**src/rtl/hls_deadlock_monitor_param.sv**
```systemverilog
// ---------------------------------------------------------------------------
// hls_deadlock_monitor_param
//
// Per-process deadlock monitor for the HLS dataflow top. It combines the
// masked axis stall and instance block indications into a raw block
// condition. An optional gate suppresses that condition while every
// masked-in instance is idle. The monitor then tracks how many consecutive
// cycles the condition has held. Once the threshold is reached it raises a
// sticky deadlock flag, which software clears with a one-cycle pulse. It
// also records the lowest-index channel that was contributing when the
// blocking episode began.
//
// Ports
//   clock            in   system clock
//   reset            in   synchronous, active-high reset
//   axis_block_sigs  in   [N_AXIS] per-channel axis stall indications
//   inst_idle_sigs   in   [N_INST] per-instance idle
//   inst_block_sigs  in   [N_INST] per-instance block
//   clear            in   single-cycle clear of sticky state
//   block            out  registered raw block (legacy-compatible)
//   deadlock         out  sticky deadlock flag
//   culprit_idx      out  [IDX_W] lowest contributing channel at block onset
//   culprit_valid    out  culprit_idx is meaningful
//   block_cycles     out  [CNT_W] current consecutive-block count
// ---------------------------------------------------------------------------
module hls_deadlock_monitor_param #(
    parameter int                N_AXIS    = 6,
    parameter int                N_INST    = 10,
    parameter logic [N_AXIS-1:0] AXIS_MASK = 6'b111100,
    parameter logic [N_INST-1:0] INST_MASK = 10'b0,
    parameter bit                IDLE_GATE = 1'b1,
    parameter int                THRESH    = 16,
    parameter int                CNT_W     = 8,
    parameter int                IDX_W     = (N_AXIS + N_INST > 1) ? $clog2(N_AXIS + N_INST) : 1
) (
    input  logic              clock,
    input  logic              reset,
    input  logic [N_AXIS-1:0] axis_block_sigs,
    input  logic [N_INST-1:0] inst_idle_sigs,
    input  logic [N_INST-1:0] inst_block_sigs,
    input  logic              clear,
    output logic              block,
    output logic              deadlock,
    output logic [IDX_W-1:0]  culprit_idx,
    output logic              culprit_valid,
    output logic [CNT_W-1:0]  block_cycles
);

    localparam int               N_TOT     = N_AXIS + N_INST;
    localparam logic [CNT_W-1:0] THRESH_C  = CNT_W'(THRESH);
    localparam logic [CNT_W-1:0] THRESH_M1 = CNT_W'(THRESH - 1);

    typedef enum logic [1:0] {
        IDLE     = 2'd0,
        BLOCKED  = 2'd1,
        DEADLOCK = 2'd2
    } state_t;

    state_t             state_q;
    logic               block_q;
    logic               deadlock_q;
    logic [IDX_W-1:0]   culprit_idx_q;
    logic               culprit_valid_q;
    logic [CNT_W-1:0]   cnt_q;

    logic [N_TOT-1:0]   vec_d;
    logic               all_idle_d;
    logic               raw_d;
    logic [IDX_W-1:0]   culprit_d;

    // Axis channels occupy the low indices, instances the high ones, so a
    // culprit index >= N_AXIS names instance (idx - N_AXIS).
    assign vec_d = {inst_block_sigs & INST_MASK, axis_block_sigs & AXIS_MASK};

    // Masked-out instances count as idle. With no instance masked in there
    // is nothing to judge idleness on, so the gate is disabled.
    assign all_idle_d = (INST_MASK != '0) && (&(inst_idle_sigs | ~INST_MASK));

    assign raw_d = (|vec_d) && !(IDLE_GATE && all_idle_d);

    // Priority encoder: scanning downward leaves the lowest set index.
    always_comb begin
        culprit_d = '0;
        for (int i = N_TOT - 1; i >= 0; i--) begin
            if (vec_d[i]) begin
                culprit_d = IDX_W'(i);
            end
        end
    end

    always_ff @(posedge clock) begin
        if (reset) begin
            state_q         <= IDLE;
            block_q         <= 1'b0;
            deadlock_q      <= 1'b0;
            culprit_idx_q   <= '0;
            culprit_valid_q <= 1'b0;
            cnt_q           <= '0;
        end else begin
            // The legacy block output tracks raw regardless of clear/FSM.
            block_q <= raw_d;
            if (clear) begin
                // raw is ignored this cycle; re-detection starts next edge.
                state_q         <= IDLE;
                deadlock_q      <= 1'b0;
                culprit_idx_q   <= '0;
                culprit_valid_q <= 1'b0;
                cnt_q           <= '0;
            end else begin
                case (state_q)
                    IDLE: begin
                        if (raw_d) begin
                            culprit_idx_q   <= culprit_d;
                            culprit_valid_q <= 1'b1;
                            cnt_q           <= CNT_W'(1);
                            if (THRESH == 1) begin
                                state_q    <= DEADLOCK;
                                deadlock_q <= 1'b1;
                            end else begin
                                state_q <= BLOCKED;
                            end
                        end else begin
                            cnt_q <= '0;
                        end
                    end
                    BLOCKED: begin
                        if (!raw_d) begin
                            // culprit_idx keeps its last value for debug.
                            state_q         <= IDLE;
                            cnt_q           <= '0;
                            culprit_valid_q <= 1'b0;
                        end else if (cnt_q == THRESH_M1) begin
                            state_q    <= DEADLOCK;
                            deadlock_q <= 1'b1;
                            cnt_q      <= THRESH_C;
                        end else begin
                            cnt_q <= cnt_q + CNT_W'(1);
                        end
                    end
                    DEADLOCK: begin
                        // Sticky: everything frozen until clear or reset.
                        state_q <= DEADLOCK;
                    end
                    default: begin
                        state_q <= IDLE;
                    end
                endcase
            end
        end
    end

    assign block         = block_q;
    assign deadlock      = deadlock_q;
    assign culprit_idx   = culprit_idx_q;
    assign culprit_valid = culprit_valid_q;
    assign block_cycles  = cnt_q;

endmodule

```
**config.mk**
```make
export PLATFORM = sky130hd
export DESIGN_NAME = hls_deadlock_monitor_param
export DESIGN_NICKNAME = d
export VERILOG_FILES = /design/src/rtl/hls_deadlock_monitor_param.sv
export SDC_FILE = /design/constraint.sdc
export NUM_CORES = 1
export LEC_CHECK = 0
export ABC_AREA = 1
export CORE_UTILIZATION = 37
export DETAILED_ROUTE_END_ITERATION = 6
export PLACE_DENSITY = 0.82
export SYNTH_ARGS = -nofsm -noshare
export SYNTH_HDL_FRONTEND = slang
export SYNTH_SLANG_ARGS = --single-unit
```
**constraint.sdc**
```tcl
create_clock -name clock -period 1.7 [get_ports clock]
set_clock_uncertainty 0.2 [all_clocks]
set_input_delay 0.51 -clock clock [delete_from_list [all_inputs] [get_ports clock]]
set_output_delay 0.51 -clock clock [all_outputs]
set_load 0.01 [all_outputs]
```
==> impl_results.md <==
- Pint: 0.564 mW
- Count of cell types in the netlist: 21
- Placement Rows: 16
- DRT antenna net count: 0
- Total track usage: 16.1%
- CTS Root Cell: clkbuf_4
- Setup TNS: 0 ns
- Worst skew pair latency: ~0.29 ns
- Share of power burned in registers: a little over half
- #FFs+latches synth: 16
- CTS Sinks: 16
- Vias in the first global route: 750
- Average cell area after synthesis: 7.43 um2
- Fin. max-slew vios: 0
- Synth top area share: 40.3%
- Setup violations, final: 0
- Nets@finish: around 180
- Worst path required time: 0.99 ns
- DP Wirelength: about 1300 um
- Sequential share of the synthesized area: about two fifths
- First-pass GRT wire length: 2970 um
- Final Hold Fails: 0
- Status: finished clean
- Synth area leader: dfxtp_1
- Sw Pwr: about 0.18 mW
- Num ports: 44
- Synthesized instance count: about 110
- Cts bufs inserted: 3
- Pin count of the biggest net entering global routing: 10
- Slowest-stage cell, CP: dfxtp_2
- ANT cells: 0
- Count of hold-fix buffers inserted at cts: 0
- Max-cap violations: 0
- WS Path Type: register to output port
- Syn_nets: 137
- Bufs and invs on worst path: 1
- Clk slew on worst S/H paths: 0.10 ns
- CTS max path bufs: 2
- Routed wire length: 1640 um
- Critical Path, Cell by Cell: dlygate4sd2_1
- Via-per-instance ratio: 4.54
- Fin crit period: roughly 1.6 ns
- CP max stage delay: 0.36 ns
- Initial Util: 40.1%
- Mapped Area: 795 um2
- CTS tree: done
- Clk pwr share: between 30% and 40%
- Top cells by area, synth: dfxtp_1 40%, nand2_1 8.0%, a21oi_1 7.6%, inv_1 7.1%, nor2_2 7.1%
- Worst IR Drop VDD: 426 uV
- Power Total: 0.740 mW
- Htree depth: 1
- Die W: 48.3 um
- Power density over cell area: 634 mW/mm2
- Hold Slack: around 0.25 ns
- DRT Pass-1 Iters: 4
- DRC: 0
- Vias: 776
- Die area: 0.00234 mm2
- Initial DRC count: 9
- Sw Share: 23.8%
- DR WL/cell: 9.57 um
- Core box area: 0.00198 mm2
- Initial antenna violation count: 0
- Critical Path Start Type: register
- Crit share post-route: approximately 95%
- Synth warn: 0
- Crit. End Element: output port
- Worst Hold Class: register to register
- Crit-path leading delay family: flip-flops
- Global placement routability congestion: slightly above 0.8
- Die H: 48.3 um
- Max Fclk: approximately 620 MHz
- Share of cells above drive strength 1: between 20% and 30%
- RSZ-0062 raised after global routing: no
- Layout area overhead: 47.1%
- GRT Residual Overflow: 0
- Crit path max fanout: 4
- PortBufs: 20
- Combinational share of power: 13.7%
- P_leak: about 0.54 nW
- Crit path DAT: 0.91 ns
-- tightest hold or removal path: stages, from the launching register on --
cell and delay, ns:
dfxtp_1 0.32, inv_1 0.05, a21oi_1 0.05
-- logic make-up (layout without fill, tap and decap cells) --
| logic type | count (synthesis) | in the layout | synth area share, % |
|---|---|---|---|
| flip-flops | 16 | 16 | 40.3 |
| XOR/XNOR | 3 | 3 | 3.31 |
| other | 1 | 1 | 0.472 |
| AND/OR/NAND/NOR | 52 | 52 | 33.4 |
| AO/OA/AOI/OAI | 17 | 17 | 12.4 |
| buffers and inverters | 17 | 54 | 8.50 |
| adder cells (fa/ha/maj) | 1 | 1 | 1.57 |
-- synth_stat cells (all sizes together) --
library cell  count
a21oi            13
buf               1
conb              1
dfxtp            16
ha                1
inv              16
nand2            25
nand3             6
nand4             2
nor2             18
o21ai             3
o21bai            1
or2               1
xor2              3
-- stage by stage --
step	util [%]	setup slack (ns)	cells	cell area, um2
CTS	57.8	0.0361	171	1140
finish	59.0	0.0825	171	1170
global route	59.0	0.0103	171	1170
floorplan	-	0.223	107	795
global placement	56.8	-0.240	167	1130
detailed placement	56.8	-0.269	167	1130
-- power groups by stage --
stage                     sequential [mW]  combinational (mW)  clock [mW]
after detailed placement            0.398               0.103           0
final                               0.389               0.102       0.250
after global routing                0.391               0.112       0.272
after global placement              0.398               0.101           0
after floorplan                     0.403              0.0433           0
after CTS                           0.389              0.0989       0.258
-- path summary, 6_finish.rpt --
kind | end | depth (start not counted) | startpoint | slack (ns)
worst max-delay path | block_cycles[7] | 1 | block_cycles[7] | 0.08
worst min-delay path | deadlock | 2 | deadlock | 0.25
worst max register to register | block_cycles[5] | 9 | block_cycles[0] | 0.19
worst min register to register | deadlock | 2 | deadlock | 0.25
-- state kept, by name (all words and copies together), names as in the netlist --
register,flops
block,1
block_cycles,8
culprit_idx,3
culprit_valid,1
deadlock,1
state_q,2
-- cell usage in the layout, fill, tap and decap left out, drive strengths merged --
cell type      Yosys  final
a21oi             13     13
clkdlybuf4s50      0      6
or2                1      1
o21ai              3      3
nand3              6      6
ha                 1      1
o21bai             1      1
inv               16     16
buf                1     14
dlygate4sd2        0     14
nand4              2      2
clkbuf             0      4
dfxtp             16     16
nor2              18     18
xor2               3      3
conb               1      1
nand2             25     25
-- final cells by class --
cell class,count,area (um2)
Clock buffer,4,36.3
Multi-Input combinational cell,74,429
Tap cell,27,33.8
Sequential cell,16,322
Fill cell,184,813
Inverter,16,60.1
Timing Repair Buffer,34,288
-- repair_timing --
item | in CTS | in global routing
setup buffers | 0 | 0
endpoints found under the setup margin | 14 | 10
resized for setup | 14 | 5
-- per-layer routing --
| metal | wire length (um) | part of all wire [%] | track usage [%] |
|---|---|---|---|
| met3 | 76 | 4.6 | 2.83 |
| met1 | 665 | 41 | 17.8 |
| met5 | 0 | 0 | 0 |
| met2 | 876 | 54 | 30.5 |
| met4 | 18 | 1.1 | 5.88 |
Note: power is estimated with default switching activity, not from simulation.
